===== config.mk =====
export PLATFORM = sky130hd
export DESIGN_NAME = branch_predictor
export DESIGN_NICKNAME = d
export VERILOG_FILES = /design/src/rtl/branch_predictor.sv
export SDC_FILE = /design/constraint.sdc
export NUM_CORES = 2
export LEC_CHECK = 0
export CAP_MARGIN = 40
export CORE_UTILIZATION = 55
export CTS_CLUSTER_SIZE = 16
export DETAILED_ROUTE_END_ITERATION = 16
export PLACE_DENSITY = 0.77
export REMOVE_ABC_BUFFERS = 1
export SLEW_MARGIN = 15
export SYNTH_ARGS = -nofsm -noshare
export SYNTH_HDL_FRONTEND = slang
export SYNTH_SLANG_ARGS = --single-unit

===== constraint.sdc =====
create_clock -name clk -period 53.4 [get_ports clk]
set_input_delay 10.68 -clock clk [delete_from_list [all_inputs] [get_ports clk]]
set_output_delay 10.68 -clock clk [all_outputs]
set_load 0.01 [all_outputs]

===== src/rtl/branch_predictor.sv =====
// Direct-mapped branch history table: 2-bit saturating counters plus stored targets.
// Optional build macro BP_ALLOC_TAKEN_ONLY_EN: miss-updates allocate only for taken branches.
module branch_predictor #(
  parameter int unsigned ENTRIES = 16
) (
  input  logic        clk,
  input  logic        reset,
  input  logic [31:0] PC_IF,
  input  logic [31:0] PC_EX,
  input  logic        ID_EX_Branch,
  input  logic        Branch_taken,
  input  logic [31:0] Branch_target,
  output logic        BHT_hit,
  output logic        Predict_taken,
  output logic [31:0] Predict_target
);

  localparam int unsigned IDX_W = $clog2(ENTRIES);
  localparam int unsigned TAG_W = 32 - IDX_W - 2;

  logic             valid_q [ENTRIES];
  logic [TAG_W-1:0] tag_q   [ENTRIES];
  logic [1:0]       cnt_q   [ENTRIES];
  logic [31:0]      tgt_q   [ENTRIES];

  logic [IDX_W-1:0] idx_if, idx_ex;
  logic [TAG_W-1:0] tag_if, tag_ex;
  logic             ex_hit;

  logic             wr_en;
  logic [TAG_W-1:0] tag_d;
  logic [1:0]       cnt_d;
  logic [31:0]      tgt_d;

  assign idx_if = PC_IF[IDX_W+1:2];
  assign tag_if = PC_IF[31:IDX_W+2];
  assign idx_ex = PC_EX[IDX_W+1:2];
  assign tag_ex = PC_EX[31:IDX_W+2];

  // Combinational lookup sees pre-edge contents, so same-index updates appear next cycle.
  always_comb begin
    BHT_hit        = valid_q[idx_if] && (tag_q[idx_if] == tag_if);
    Predict_taken  = 1'b0;
    Predict_target = 32'd0;
    if (BHT_hit) begin
      Predict_taken  = cnt_q[idx_if][1];
      Predict_target = tgt_q[idx_if];
    end
  end

  assign ex_hit = valid_q[idx_ex] && (tag_q[idx_ex] == tag_ex);

  // Next contents of the EX-indexed entry.
  always_comb begin
    wr_en = 1'b0;
    tag_d = tag_q[idx_ex];
    cnt_d = cnt_q[idx_ex];
    tgt_d = tgt_q[idx_ex];
    if (ID_EX_Branch) begin
      if (ex_hit) begin
        wr_en = 1'b1;
        if (Branch_taken) begin
          if (cnt_q[idx_ex] != 2'b11) cnt_d = cnt_q[idx_ex] + 2'd1;
          tgt_d = Branch_target;
        end else if (cnt_q[idx_ex] != 2'b00) begin
          cnt_d = cnt_q[idx_ex] - 2'd1;
        end
      end else begin
`ifdef BP_ALLOC_TAKEN_ONLY_EN
        wr_en = Branch_taken;
`else
        wr_en = 1'b1;
`endif
        tag_d = tag_ex;
        cnt_d = Branch_taken ? 2'b10 : 2'b01;
        tgt_d = Branch_target;
      end
    end
  end

  always_ff @(posedge clk or posedge reset) begin
    if (reset) begin
      for (int unsigned i = 0; i < ENTRIES; i++) begin
        valid_q[i] <= 1'b0;
        tag_q[i]   <= '0;
        cnt_q[i]   <= 2'b01;
        tgt_q[i]   <= 32'd0;
      end
    end else if (wr_en) begin
      valid_q[idx_ex] <= 1'b1;
      tag_q[idx_ex]   <= tag_d;
      cnt_q[idx_ex]   <= cnt_d;
      tgt_q[idx_ex]   <= tgt_d;
    end
  end

endmodule


==> results.yml <==
worst_setup_path:
  required_ns: 42.72
  critPathBufInv: 5
  r2r_slack_ns: 48.32
  crit_chain: "buf_8, buf_12, buf_4, mux4_2, mux4_2, xor2_1, nor4_1, nand4_1, buf_4, nor2b_1, clkdlybuf4s50_1"
  r2r_end: "tgt_q[478]"
  worst-setup-path-type: "in -> out"
  ff2ff_path_depth: 11
  cpLargestDelayFamily: "buffers and inverters"
  slowest_delay_ns: 0.76
  endpoint_kind: "output pin"
  cp.arrival_ns: 16.69
  cp_max_fo: 107
  crit_path_top_delay_cell: "nor4_1"
  startpoint_type: "input port"
  r2r_start: "tag_q[28]"
die:
  initial_core_util_pct: 55.53
  fp.coreArea_um2: 94870
  row_count: 113
  die-area_um2: 97020
  pin_count: 134
  die-height_um: 311.5
  fp.dieW_um: 311.5
placed_design:
  place_area_um2: 55400
  port-buffer-count: 129
  dp_hpwl_mm: 87.46
  gp_congestion: 0.8600
timing:
  finalCritPeriodShare_pct: 51.25
  setup_tns_ns: 0
  timing.final.crit_period_ns: 27.37
  fin_worst_skew_ns: 0.02165
  rsz0062_at_grt: "no"
  hold_ws_ns: 0.4822
  worst_slew_pin_slew_ns: 1.117
  max_freq_mhz: 36.54
  final_hold_viol_count: 0
  max_slew_margin_pct: 25.54
  slew_violations: 0
  setup_viol: 0
synthesis:
  yosys_warnings: 0
  synthesis.area_um2: 52680
  ys_types: 63
  synth_most_common_cell: "dfrtp_1"
  yosys_register_bits: 976
  synth_area_leaders: "dfrtp_1, mux4_2, mux2_2"
  synth_edf_count: 0
  synthFlopType: "dfrtp_1"
  synth_top_area_cell: "dfrtp_1"
  seq_area_frac_synth_pct: 46.40
  async_flop_share_pct: 100.0
  synth_top_area_share_pct: 45.60
  ys_top_cells_by_count: "dfrtp_1, mux4_2, nor2_1, mux2_2, a21oi_2"
  syn_area_per_cell_um2: 13.11
  synth_cells: 4017
cts:
  clkLatencyLatePin_ns: 0.68
  clock_path_buffers: 3
  clkTransAtPathRegs_ns: 0.06
  cts_root_buffer: "clkbuf_16"
  post_cts_resized: 0
  htree_levels: 3
  numCtsBuffers: 99
  cts.hold.buffers_added: 0
  cts_tree: "done"
  cts_num_sinks: 976
  postCtsSetupBuffers: 0
power_and_ir_drop:
  total_power_mw: 2.475
  leakagePower_nw: 23.52
  vdd_drop_max_uv: 25.13
  power-per-cell-area_nw_per_um2: 41.94
layout:
  fillers: 6893
  synthToLayoutAreaGrowth_pct: 12.02
  drive_gt1_share_pct: 37.88
  final_util_pct: 62.20
  final_area_um2: 59010
  nets: 4092
global_routing:
  antenna_found_initial: 6
  grt.total_usage_pct: 31.05
  grt_max_degree: 183
  gr-total-overflow: 0
  grt_pass1_wl_mm: 229.8
  grt_pass1_vias: 36971
detailed_routing:
  viasPerCell: 6.705
  vias: 35812
  drtIter0Drc: 3975
  drc: 0
  wire_per_inst_um: 27.63
  drt_pre_antenna_iters: 6
  wirelength_mm: 147.6
  detail-route-antenna-nets: 0
job:
  cap_violations: 0
status:
  status: "finished, final reports clean"
hold_path:
  hold_start: "tag_q[246]"
  min_path_type: "reg -> reg"
  min_to: "tag_q[246]"
  worstHoldPathCells: 2
logic make-up (layout without fill, tap and decap cells):
| kind of cell | after synthesis | after routing | share of synthesized area [%] |
|---|---|---|---|
| multiplexers | 1011 | 1011 | 33.02 |
| flip-flops | 976 | 976 | 46.40 |
| AND/OR/NAND/NOR | 828 | 828 | 6.408 |
| AO/OA/AOI/OAI | 740 | 740 | 9.629 |
| buffers and inverters | 412 | 468 | 3.715 |
| XOR/XNOR | 50 | 50 | 0.8313 |
| other | 0 | 3 | 0 |
report_power, final:
group | internal (mW) | leakage (nW) | switching, mW | total, mW
registers | 0.933 | 11.7 | 0.152 | 1.08
logic | 0.359 | 10.2 | 0.282 | 0.640
clock network | 0.444 | 1.69 | 0.306 | 0.750
total | 1.74 | 23.5 | 0.739 | 2.47
worst register-to-register path, stage by stage (launching register included):
cell	delay, ns
dfrtp_1	0.41
mux4_2	0.50
mux4_2	0.47
nor2b_1	0.17
a2111oi_0	0.77
nand4_1	0.32
o41ai_4	0.37
buf_4	0.56
buf_12	0.35
mux2i_1	0.65
buf_4	0.28
o21ai_0	0.09
through the flow:
stage	instances	setup WS, ns
after floorplan	3622	15.29
after global placement	5091	25.33
after detailed placement	5152	26.03
after CTS	5334	26.00
after global routing	5340	25.69
final	5341	26.03
per-layer routing:
metal / wire length [um] / share of wire, % / GRT usage, %
met4: 6159 / 4.2 / 13.24
met1: 56700 / 38 / 41.96
met2: 71500 / 48 / 49.10
met3: 13140 / 8.9 / 6.595
met5: 54 / 0.037 / 0
worst max path at each step:
stage | start | to | cells past startpoint
3_3_place_gp | PC_IF[2] | Predict_target[24] | 11
4_1_cts | PC_IF[2] | Predict_target[24] | 11
3_5_place_dp | PC_IF[2] | Predict_target[24] | 11
5_1_grt | PC_IF[2] | Predict_target[24] | 11
2_1_floorplan | reset | cnt_q[11] | 1
6_report | PC_IF[2] | Predict_target[24] | 11
sequential cells by signal, summed over array words and instances, names as in the netlist:
name and cells:
tgt_q 512, tag_q 416, cnt_q 32, valid_q 16
layout by cell type, fill, tap and decap left out, drive strengths merged, types with 14 or more instances in the layout:
cell	n
bufinv	15
mux2i	136
nand2	250
nor2b	45
clkbuf	136
xor2	18
nor2	466
mux4	539
buf	146
a22oi	28
mux2	336
clkdlybuf4s50	121
xnor2	32
dfrtp	960
dfstp	16
o21ai	192
clkinv	19
or2	14
inv	20
a21oi	451
cell type report:
type / count / area [um2] / share of cell area, %
clock inverters: 48 / 680.7 / 1.153
diodes: 3 / 7.507 / 0.01272
clock buffers: 134 / 2821 / 4.781
well taps: 1265 / 1583 / 2.682
flip-flops and latches: 976 / 24440 / 41.42
inverters: 17 / 71.32 / 0.1209
multi-input cells: 2629 / 26380 / 44.71
repair buffers: 269 / 3022 / 5.121
Power figures use the tool's default switching activity.
